## config.mk

```make
export PLATFORM = sky130hd
export DESIGN_NAME = wb_uart
export DESIGN_NICKNAME = d
export VERILOG_FILES = /design/src/rtl/wb_uart_pkg.sv /design/src/rtl/wb_uart_fifo.sv /design/src/rtl/wb_uart.sv
export SDC_FILE = /design/constraint.sdc
export NUM_CORES = 1
export LEC_CHECK = 0
export ABC_AREA = 1
export BUFFER_PORTS_ARGS = -buffer_cell sky130_fd_sc_hd__buf_2
export CORE_ASPECT_RATIO = 1.4
export CORE_MARGIN = 2
export CORE_UTILIZATION = 55
export DETAILED_ROUTE_END_ITERATION = 6
export PLACE_DENSITY = 0.87
export REMOVE_ABC_BUFFERS = 1
export SKIP_LAST_GASP = 1
export SLEW_MARGIN = 0
export SYNTH_ARGS = -nofsm -noshare
export SYNTH_HDL_FRONTEND = slang
export SYNTH_SLANG_ARGS = --single-unit
export TNS_END_PERCENT = 30
```

## constraint.sdc

```tcl
create_clock -name clk -period 3.5 [get_ports clk]
set_input_delay 0.35 -clock clk [delete_from_list [all_inputs] [get_ports clk]]
set_output_delay 0.35 -clock clk [all_outputs]
set_load 0.005 [all_outputs]
```

## src/rtl/wb_uart_pkg.sv

```systemverilog
// Shared definitions for wb_uart: register offsets, STAT bit positions, FSM encodings.
package wb_uart_pkg;

    localparam logic [2:0] REG_TXDATA = 3'd0;
    localparam logic [2:0] REG_RXDATA = 3'd1;
    localparam logic [2:0] REG_STAT   = 3'd2;
    localparam logic [2:0] REG_DIV    = 3'd3;
    localparam logic [2:0] REG_IEN    = 3'd4;

    localparam int STAT_RX_VALID  = 0;
    localparam int STAT_TX_FULL   = 1;
    localparam int STAT_TX_EMPTY  = 2;
    localparam int STAT_TX_BUSY   = 3;
    localparam int STAT_RXOVR     = 4;
    localparam int STAT_FRAME_ERR = 5;
    localparam int STAT_TXOVF     = 6;

    localparam logic [15:0] DIV_RST_DEF = 16'd434;

    localparam logic [1:0] ST_IDLE  = 2'd0;
    localparam logic [1:0] ST_START = 2'd1;
    localparam logic [1:0] ST_DATA  = 2'd2;
    localparam logic [1:0] ST_STOP  = 2'd3;

    // A divisor below 2 would leave no room for the mid-bit RX sample.
    function automatic logic [15:0] clamp_div(input logic [15:0] d);
        return (d < 16'd2) ? 16'd2 : d;
    endfunction

endpackage

```

## src/rtl/wb_uart_fifo.sv

```systemverilog
// Synchronous FIFO with wrap-bit pointers; head is visible combinationally on pop_dat.
// Push when full and pop when empty are ignored; push and pop together are both honoured.
module wb_uart_fifo #(
    parameter int DEPTH = 8,
    parameter int WIDTH = 8
) (
    input  logic             clk,
    input  logic             rst,
    input  logic             push,
    input  logic [WIDTH-1:0] push_dat,
    input  logic             pop,
    output logic [WIDTH-1:0] pop_dat,
    output logic             full,
    output logic             empty
);

    localparam int AW = $clog2(DEPTH);

    logic [WIDTH-1:0] mem [DEPTH];
    logic [AW:0]      wr_ptr;
    logic [AW:0]      rd_ptr;
    logic             do_push;
    logic             do_pop;

    assign empty   = (wr_ptr == rd_ptr);
    assign full    = (wr_ptr[AW] != rd_ptr[AW]) && (wr_ptr[AW-1:0] == rd_ptr[AW-1:0]);
    assign pop_dat = mem[rd_ptr[AW-1:0]];
    assign do_push = push && !full;
    assign do_pop  = pop && !empty;

    always_ff @(posedge clk) begin
        if (!rst) begin
            wr_ptr <= '0;
            rd_ptr <= '0;
        end else begin
            if (do_push) wr_ptr <= wr_ptr + 1'b1;
            if (do_pop)  rd_ptr <= rd_ptr + 1'b1;
        end
    end

    always_ff @(posedge clk) begin
        if (do_push) mem[wr_ptr[AW-1:0]] <= push_dat;
    end

endmodule

```

## src/rtl/wb_uart.sv

```systemverilog
// Wishbone classic slave 8N1 UART: TX FIFO + shifter, RX with one-byte holding register.
// Registered ack one cycle after each access (never stalls); a full TX FIFO drops the byte and flags txovf.
module wb_uart
    import wb_uart_pkg::*;
#(
    parameter int          WB_AD_WIDTH  = 32,
    parameter int          WB_DAT_WIDTH = 32,
    parameter int          TX_DEPTH     = 8,
    parameter logic [15:0] DIV_RST      = DIV_RST_DEF
) (
    input  logic                      clk,
    input  logic                      rst,
    input  logic                      wbs_cyc_i,
    input  logic                      wbs_stb_i,
    input  logic                      wbs_we_i,
    input  logic [WB_AD_WIDTH-1:0]    wbs_addr_i,
    input  logic [WB_DAT_WIDTH-1:0]   wbs_wdata_i,
    input  logic [WB_DAT_WIDTH/8-1:0] wbs_sel_i,
    output logic [WB_DAT_WIDTH-1:0]   wbs_rdata_o,
    output logic                      wbs_ack_o,
    input  logic                      uart_rx_i,
    output logic                      uart_tx_o,
    output logic                      irq_o
);

    logic                    ack_q;
    logic [WB_DAT_WIDTH-1:0] rdata_q;
    logic [WB_DAT_WIDTH-1:0] rd_val;
    logic [2:0]              reg_idx;
    logic                    access, wr, rd;
    logic                    tx_push_req, rd_rx, stat_wr, div_wr, ien_wr;
    logic [15:0]             div, new_div;
    logic [1:0]              ien;
    logic                    irq_q;
    logic                    rx_valid, rxovr, frame_err, txovf;
    logic [7:0]              rx_byte;
    logic [6:0]              stat_val;
    logic                    unused_bits;

    logic                    fifo_full, fifo_empty, tx_pop;
    logic [7:0]              fifo_head;
    logic [1:0]              tx_state;
    logic [15:0]             tx_cnt;
    logic [2:0]              tx_bit;
    logic [7:0]              tx_sh;
    logic                    tx_line, tx_end, tx_busy;

    logic [1:0]              rx_sync;
    logic                    rx_s, rx_prev;
    logic [1:0]              rx_state;
    logic [15:0]             rx_cnt;
    logic [2:0]              rx_bit;
    logic [7:0]              rx_sh;
    logic                    rx_end, rx_mid, rx_stop_done;

    assign unused_bits = ^{wbs_addr_i[WB_AD_WIDTH-1:5], wbs_addr_i[1:0],
                           wbs_wdata_i[WB_DAT_WIDTH-1:16], wbs_sel_i[WB_DAT_WIDTH/8-1:2]};

    assign access  = wbs_cyc_i && wbs_stb_i && !ack_q;
    assign wr      = access && wbs_we_i;
    assign rd      = access && !wbs_we_i;
    assign reg_idx = wbs_addr_i[4:2];

    assign tx_push_req = wr && (reg_idx == REG_TXDATA) && wbs_sel_i[0];
    assign rd_rx       = rd && (reg_idx == REG_RXDATA);
    assign stat_wr     = wr && (reg_idx == REG_STAT) && wbs_sel_i[0];
    assign div_wr      = wr && (reg_idx == REG_DIV) && (|wbs_sel_i[1:0]);
    assign ien_wr      = wr && (reg_idx == REG_IEN) && wbs_sel_i[0];
    assign new_div     = {wbs_sel_i[1] ? wbs_wdata_i[15:8] : div[15:8],
                          wbs_sel_i[0] ? wbs_wdata_i[7:0]  : div[7:0]};

    assign tx_busy = !fifo_empty || (tx_state != ST_IDLE);

    always_comb begin
        stat_val                 = '0;
        stat_val[STAT_RX_VALID]  = rx_valid;
        stat_val[STAT_TX_FULL]   = fifo_full;
        stat_val[STAT_TX_EMPTY]  = fifo_empty;
        stat_val[STAT_TX_BUSY]   = tx_busy;
        stat_val[STAT_RXOVR]     = rxovr;
        stat_val[STAT_FRAME_ERR] = frame_err;
        stat_val[STAT_TXOVF]     = txovf;
    end

    always_comb begin
        rd_val = '0;
        case (reg_idx)
            REG_RXDATA: begin
                rd_val[31]  = rx_valid;
                rd_val[7:0] = rx_byte;
            end
            REG_STAT: rd_val[6:0]  = stat_val;
            REG_DIV:  rd_val[15:0] = div;
            REG_IEN:  rd_val[1:0]  = ien;
            default:  rd_val       = '0;
        endcase
    end

    always_ff @(posedge clk) begin
        if (!rst) begin
            ack_q   <= 1'b0;
            rdata_q <= '0;
            irq_q   <= 1'b0;
        end else begin
            ack_q   <= access;
            rdata_q <= rd ? rd_val : '0;
            irq_q   <= (ien[0] && rx_valid) || (ien[1] && fifo_empty && !tx_busy);
        end
    end

    // ---------------- TX ----------------
    wb_uart_fifo #(.DEPTH(TX_DEPTH), .WIDTH(8)) u_tx_fifo (
        .clk      (clk),
        .rst      (rst),
        .push     (tx_push_req),
        .push_dat (wbs_wdata_i[7:0]),
        .pop      (tx_pop),
        .pop_dat  (fifo_head),
        .full     (fifo_full),
        .empty    (fifo_empty)
    );

    // Comparing with >= lets a DIV shrink mid-bit end that bit instead of wrapping.
    assign tx_end = (tx_cnt >= div - 16'd1);
    assign tx_pop = !fifo_empty && ((tx_state == ST_IDLE) || ((tx_state == ST_STOP) && tx_end));

    always_ff @(posedge clk) begin
        if (!rst) begin
            tx_state <= ST_IDLE;
            tx_cnt   <= '0;
            tx_bit   <= '0;
            tx_sh    <= '0;
            tx_line  <= 1'b1;
        end else begin
            case (tx_state)
                ST_IDLE: begin
                    tx_line <= 1'b1;
                    tx_cnt  <= '0;
                    if (tx_pop) begin
                        tx_sh    <= fifo_head;
                        tx_state <= ST_START;
                        tx_line  <= 1'b0;
                    end
                end
                ST_START: begin
                    if (tx_end) begin
                        tx_cnt   <= '0;
                        tx_bit   <= '0;
                        tx_state <= ST_DATA;
                        tx_line  <= tx_sh[0];
                    end else begin
                        tx_cnt <= tx_cnt + 16'd1;
                    end
                end
                ST_DATA: begin
                    if (tx_end) begin
                        tx_cnt <= '0;
                        if (tx_bit == 3'd7) begin
                            tx_state <= ST_STOP;
                            tx_line  <= 1'b1;
                        end else begin
                            tx_bit  <= tx_bit + 3'd1;
                            tx_sh   <= {1'b0, tx_sh[7:1]};
                            tx_line <= tx_sh[1];
                        end
                    end else begin
                        tx_cnt <= tx_cnt + 16'd1;
                    end
                end
                default: begin
                    if (tx_end) begin
                        tx_cnt <= '0;
                        // Chain straight into the next start bit so queued frames have no gap.
                        if (tx_pop) begin
                            tx_sh    <= fifo_head;
                            tx_state <= ST_START;
                            tx_line  <= 1'b0;
                        end else begin
                            tx_state <= ST_IDLE;
                        end
                    end else begin
                        tx_cnt <= tx_cnt + 16'd1;
                    end
                end
            endcase
        end
    end

    // ---------------- RX ----------------
    assign rx_s         = rx_sync[1];
    assign rx_end       = (rx_cnt >= div - 16'd1);
    assign rx_mid       = (rx_cnt >= {1'b0, div[15:1]} - 16'd1);
    assign rx_stop_done = (rx_state == ST_STOP) && rx_end;

    always_ff @(posedge clk) begin
        if (!rst) begin
            rx_sync  <= 2'b11;
            rx_prev  <= 1'b1;
            rx_state <= ST_IDLE;
            rx_cnt   <= '0;
            rx_bit   <= '0;
            rx_sh    <= '0;
        end else begin
            rx_sync <= {rx_sync[0], uart_rx_i};
            rx_prev <= rx_s;
            case (rx_state)
                ST_IDLE: begin
                    rx_cnt <= '0;
                    if (rx_prev && !rx_s) rx_state <= ST_START;
                end
                ST_START: begin
                    if (rx_mid) begin
                        rx_cnt   <= '0;
                        rx_bit   <= '0;
                        rx_state <= rx_s ? ST_IDLE : ST_DATA;
                    end else begin
                        rx_cnt <= rx_cnt + 16'd1;
                    end
                end
                ST_DATA: begin
                    if (rx_end) begin
                        rx_cnt <= '0;
                        rx_sh  <= {rx_s, rx_sh[7:1]};
                        if (rx_bit == 3'd7) rx_state <= ST_STOP;
                        else                rx_bit   <= rx_bit + 3'd1;
                    end else begin
                        rx_cnt <= rx_cnt + 16'd1;
                    end
                end
                default: begin
                    if (rx_end) begin
                        rx_cnt   <= '0;
                        rx_state <= ST_IDLE;
                    end else begin
                        rx_cnt <= rx_cnt + 16'd1;
                    end
                end
            endcase
        end
    end

    // Status, divisor and enables; event sets are written last so they win over W1C.
    always_ff @(posedge clk) begin
        if (!rst) begin
            rx_valid  <= 1'b0;
            rx_byte   <= '0;
            rxovr     <= 1'b0;
            frame_err <= 1'b0;
            txovf     <= 1'b0;
            div       <= DIV_RST;
            ien       <= '0;
        end else begin
            if (stat_wr) begin
                if (wbs_wdata_i[STAT_RXOVR])     rxovr     <= 1'b0;
                if (wbs_wdata_i[STAT_FRAME_ERR]) frame_err <= 1'b0;
                if (wbs_wdata_i[STAT_TXOVF])     txovf     <= 1'b0;
            end
            if (tx_push_req && fifo_full) txovf <= 1'b1;
            if (rd_rx) rx_valid <= 1'b0;
            if (rx_stop_done) begin
                if (!rx_s) begin
                    frame_err <= 1'b1;
                end else if (!rx_valid || rd_rx) begin
                    rx_byte  <= rx_sh;
                    rx_valid <= 1'b1;
                end else begin
                    rxovr <= 1'b1;
                end
            end
            if (div_wr) div <= clamp_div(new_div);
            if (ien_wr) ien <= wbs_wdata_i[1:0];
        end
    end

    assign wbs_ack_o   = ack_q;
    assign wbs_rdata_o = rdata_q;
    assign uart_tx_o   = tx_line;
    assign irq_o       = irq_q;

endmodule

```

# Yosys cells after proc, flatten, opt, wreduce, memory -nomap -nowiden
# Memory sizes are Yosys's and may differ from the RTL's. A register that Yosys moved wholly into a read port is not among the register bits.
# Cells that the tools add are included.
[totals]
regBits = 134
mem_bits_rw = 64
input_bits = 74
out_inout_bits = 35
n_memories = 1
[memory_table]
columns = ["memory", "words", "width", "rd", "rd_ports_with_merged_regs", "wr", "line", "rtl"]
rows = [
  ["u_tx_fifo.mem", 8, 8, 1, 1, 1, "wb_uart_fifo.sv:19", "logic [WIDTH-1:0] mem [DEPTH];"],
]
[op_classes]
add_sub_neg = 8
n_lt_le_gt_ge = 4
eq_ne = 25
muxes = 63
bitwise = 2
reduce_logical = 60
[ops]
columns = ["op", "n"]
rows = [
  ["$ge A16 B16 Y1", 3],
  ["$mux W16", 3],
  ["$mux W8", 6],
  ["$add A16 B1 Y16 const B", 2],
  ["$pmux W16 S2", 1],
  ["$mux W1", 25],
  ["$logic_and A1 B1 Y1", 24],
  ["$mux W3", 8],
  ["$pmux W8 S3", 1],
  ["$mux W2", 11],
  ["$ne A2 B2 Y1 const B", 9],
  ["$lt A16 B2 Y1 const B", 1],
  ["$reduce_and A4 Y1", 4],
  ["$sub A15 B1 Y16 const B", 1],
  ["$sub A16 B1 Y16 const B", 1],
  ["$pmux W5 S3", 1],
  ["$pmux W2 S3", 2],
  ["$pmux W3 S2", 2],
  ["$reduce_bool A2 Y1", 6],
  ["$reduce_and A5 Y1", 2],
  ["$eq A3 B3 Y1 const B", 3],
  ["$reduce_and A3 Y1", 3],
  ["$add A4 B1 Y4 const B", 2],
  ["$eq A2 B2 Y1 const B", 4],
  ["21 further kinds", 37],
]

# Logic depth before layout (Yosys ltp)
[depth]
depth_word = 9
depth_mapped = 24
ltp_nobuf = 24

# By module
# Synthesis repeated with hierarchy kept, for this count alone.
[unflattened]
cells_unflattened = 1228
area_unflattened_um2 = 9800.6
[modules_own_cells]
columns = ["module", "instances", "cells_each", "area_per_inst_um2"]
rows = [
  ["wb_uart", 1, 930, 6671.4],
  ["wb_uart_fifo", 1, 298, 3129.3],
]

# Worst setup path before layout
# Ideal clock, no wire load.
[synth_timing]
path_type = "flip-flop to flip-flop"
from = "reg div[1]"
to = "reg tx_sh[4]"
arrival_time_ns = 2.918
t_required_ns = 3.387
slack_ns = 0.469
stages_incl_launch_ff = 20
path_cell_list = "dfxtp_1 > inv_1 > ha_1 > inv_1 > nor2_1 > nand2_1 > nor2_1 > nand2_1 > xor2_1 > ha_1 > a21oi_1 > o21ai_0 > nor2_8 > nand3_4 > nand2_4 > nand2_4 > buf_6 > nand3_2 > nand2_1 > nor2_1"
[synth_via]
elab_chain_len = 8
elab_cells_between_ends = 11
cone_classes = "add/sub: 1; order compare: 1; eq/ne: 1; mux: 3; reduce/logical: 5"
[synth_lines]
columns = ["element", "line", "rtl"]
rows = [
  ["start: declaration", "wb_uart.sv:32", "logic [15:0] div, new_div;"],
  ["start signal: assignment", "wb_uart.sv:270", "if (div_wr) div <= clamp_div(new_div);"],
  ["$sub A16 B1 Y16 *", "wb_uart.sv:124", "assign tx_end = (tx_cnt >= div - 16'd1);"],
  ["$ge A16 B16 Y1 *", "wb_uart.sv:124", ""],
  ["$logic_and A1 B1 Y1", "wb_uart.sv:125", "assign tx_pop = !fifo_empty && ((tx_state == ST_IDLE) || ((tx_state == ST_STOP) && tx_end));"],
  ["$logic_or A1 B1 Y1", "wb_uart.sv:125", ""],
  ["$logic_and A1 B1 Y1", "wb_uart.sv:125", ""],
  ["$mux W8 (2 in series)", "-", ""],
  ["$pmux W8 S3", "-", ""],
  ["end signal: assignment", "wb_uart.sv:140", "tx_sh <= fifo_head;"],
  ["end signal: assignment", "wb_uart.sv:163", "tx_sh <= {1'b0, tx_sh[7:1]};"],
  ["end signal: assignment", "wb_uart.sv:175", "tx_sh <= fifo_head;"],
  ["end: declaration", "wb_uart.sv:45", "logic [7:0] tx_sh;"],
]
# Mark *: on every way between the ends. The rest lies on a longest branch, timed or not. The select of a mux whose other input is x is not followed.
# A chain may end at the register's enable or synchronous reset.

# Final worst setup path
[layout_timing]
from = "reg div[1]"
to = "reg rx_byte[5]"
[layout_via]
elab_chain_len = 4
[layout_lines]
columns = ["element", "line", "rtl"]
rows = [
  ["$sub A16 B1 Y16", "wb_uart.sv:191", "assign rx_end = (rx_cnt >= div - 16'd1);"],
  ["$ge A16 B16 Y1", "wb_uart.sv:191", ""],
  ["$logic_and A1 B1 Y1", "wb_uart.sv:193", "assign rx_stop_done = (rx_state == ST_STOP) && rx_end;"],
  ["$reduce_and A3 Y1 (no source line)", "-", ""],
  ["end signal: assignment", "wb_uart.sv:264", "rx_byte <= rx_sh;"],
  ["end: declaration", "wb_uart.sv:36", "logic [7:0] rx_byte;"],
]
# Every way passes these cells.

==> results_dict.tcl <==
set metrics [dict create \
    status "finished clean" \
    initial_core_util_pct 56.3 \
    max-clock-path-buffers 2 \
    ys_types 51 \
    path_class "register to register" \
    min_path_type "primary input to register" \
    path_clk_slew_ns 0.07 \
    drv_cap 0 \
    worst_slew_pin_slew_ns 0.969 \
    numPortBuffers 46 \
    rr_worst_depth 18 \
    rsz0062_at_grt "yes" \
    num_rows 57 \
    ys.warnings.count 0 \
    r2r_end "rx_byte[5]" \
    r2r-start "div[1]" \
    hold_start "uart_rx_i" \
    grt_usage_pct 25.6 \
    cts-root-buf "clkbuf_16" \
    setup_tns_ns 0 \
    finalSetupViolCount 0 \
    cp-end-kind "register" \
    relSlewSlack_pct 35.3 \
    wl_per_cell_um 16.3 \
    finalNetCount 1374 \
    ir_worst_vdd_v 0.000324 \
    instances_no_fill 1489 \
    drive_above_1_share_pct 14.5 \
    final.period_utilization_pct 97.8 \
    syn_area_um2 9800 \
    grt_pass1_wl_um 37800 \
    startpoint_type "register" \
    clk_latency_ns 0.44 \
    grt_pass1_vias 8047 \
    area_growth_pct 12.3 \
    grt_max_degree 43 \
    drv_slew 0 \
    cts_sinks 186 \
    numCtsBuffers 17 \
    r2r_slack_ns 0.08 \
    synthCells 1177 \
    required_ns 3.82 \
    final_antenna_net_count 0 \
    async_reset_ff_share_pct 0 \
    fmax_ghz 0.292 \
    power_density_nw_per_um2 568 \
    antenna_found_initial 2 \
    grt_overflow 0 \
    p_total_mw 6.25 \
    dp_hpwl_um 16700 \
    skew_ns 0.0122 \
    worst_slack_ns 0.0775 \
    dp.cells 1445 \
    yosysTopAreaCell "dfxtp_1" \
    final_cell_mix "185 x nand2_1, 165 x nor2_1, 122 x dfxtp_1" \
    drc 0 \
    hold_depth 2 \
    holdBufCountCts 0 \
    p_leak_nw 4.60 \
    io_pins 109 \
    die_h_um 162 \
    cts_tree "built" \
    avgSynthCellArea_um2 8.32 \
    period_minus_slack_ns 3.42 \
    cp.arrival_ns 3.74 \
    dieWidth_um 117 \
    final_common_cell "nand2_1" \
    drt_iter0_markers 826 \
    routed_wl_um 24300 \
    fin_hold_ws_ns 0.0982 \
    hold_viol 0 \
    synth_edf_count 64 \
    die-area_um2 18900 \
    ys_top_cells_by_area "dfxtp_1 25%, edfxtp_1 20%, ha_1 7.8%" \
    dp_slack_ns 0.116 \
    hold_path_end "rx_sync[0]" \
    core_um2 17400 \
    vias_per_cell 5.63 \
    gp_congestion 0.976 \
    ys_ff_latch 186 \
    synth_ff_type "dfxtp_1" \
    num_vias 8378 \
    ys_seq_area_share_pct 44.5 \
    htree_levels 4 \
    synth_top_area_share_pct 24.9 \
    crit_fanout 8 \
    dr.pass1.iters 6 \
]
## cell families (layout without fill, tap and decap cells)
| kind of cell | Yosys count | count (layout) | share of synthesized area [%] |
|---|---|---|---|
| buf+inv | 176 | 234 | 7.82 |
| other cells | 1 | 16 | 0.0383 |
| xor+xnor | 42 | 42 | 3.75 |
| compound gates | 206 | 206 | 11.9 |
| simple gates | 505 | 508 | 24.2 |
| fa+ha+maj | 61 | 61 | 7.79 |
| flops | 186 | 186 | 44.5 |
## repair_timing
item / 4_1_cts / 5_1_grt
gates resized for setup: 0 / 12
setup endpoints to repair: 0 / 50
buffers inserted: 0 / 8
## area by class of cell
| type | instances | area (µm²) |
|---|---|---|
| fill | 1381 | 6400 |
| inverter | 127 | 477 |
| clock inverter | 12 | 116 |
| clock buffer | 20 | 437 |
| sequential | 186 | 4360 |
| tap | 236 | 295 |
| timing repair buffer | 75 | 485 |
| multi-input combinational | 832 | 4830 |
| antenna | 1 | 2.50 |
## sequential cells by signal, indices dropped and copies added, names as in the netlist, 3 cells and up, named ones only
register	flops
wbs_rdata_o	17
u_tx_fifo.wr_ptr	4
tx_sh	8
rx_sh	8
div	16
rx_bit	3
rx_byte	8
rx_cnt	16
tx_cnt	16
tx_bit	3
u_tx_fifo.rd_ptr	4
u_tx_fifo.mem	64
## layer usage
metal / up-vias / routed length (µm) / track usage [%]
met5: - / 0 / 0
met3: 110 / 1580 / 5.63
met4: 0 / 1210 / 13.8
li1: 4039 / - / -
met1: 3850 / 8790 / 27.6
met2: 379 / 12700 / 45.6
## through the flow
stage | utilization, % | instance area (µm²)
global placement | 59.0 | 10300
CTS | 62.1 | 10800
global route | 63.2 | 11000
floorplan | - | 9560
finish | 63.2 | 11000
detailed placement | 59.0 | 10300
## cell usage after synthesis (all sizes together), types with 7 or more instances
cell type    n
a21oi       73
nand4       23
dfxtp      122
inv        126
clkbuf      21
xnor2       10
o22ai       19
nand3       53
nor2       182
edfxtp      64
ha          61
nor3        28
a211oi       8
xor2        32
nand2      201
o211ai       7
buf         28
o21ai       81
## critical path, cell delays in order (launching register included)
cell,delay (ns)
dfxtp_1,0.35
inv_1,0.10
ha_1,0.21
nand2_1,0.15
inv_1,0.08
nor2_1,0.13
inv_1,0.11
nor2_4,0.14
nand2_1,0.10
xor2_2,0.19
ha_1,0.31
nand2_1,0.08
nor2_2,0.24
nand4_1,0.28
nand4_4,0.26
buf_12,0.13
nand4_4,0.14
nor2_1,0.22
nor2_1,0.10
## worst max-delay path by stage
stage | slack, ns | start | end
floorplan | 0.43 | div[1] | tx_sh[7]
global placement | 0.16 | div[1] | rx_byte[3]
detailed placement | 0.12 | div[1] | rx_byte[2]
CTS | 0.05 | div[1] | rx_byte[3]
global route | -0.22 | div[1] | rx_cnt[6]
finish | 0.08 | div[1] | rx_byte[5]
## power breakdown
part	internal [mW]	switching, mW	total, mW
clock network	0.989	0.858	1.85
logic	0.663	1.29	1.95
registers	2.35	0.0962	2.45
total	4.00	2.24	6.25
Note: power is estimated with default switching activity, not from simulation.
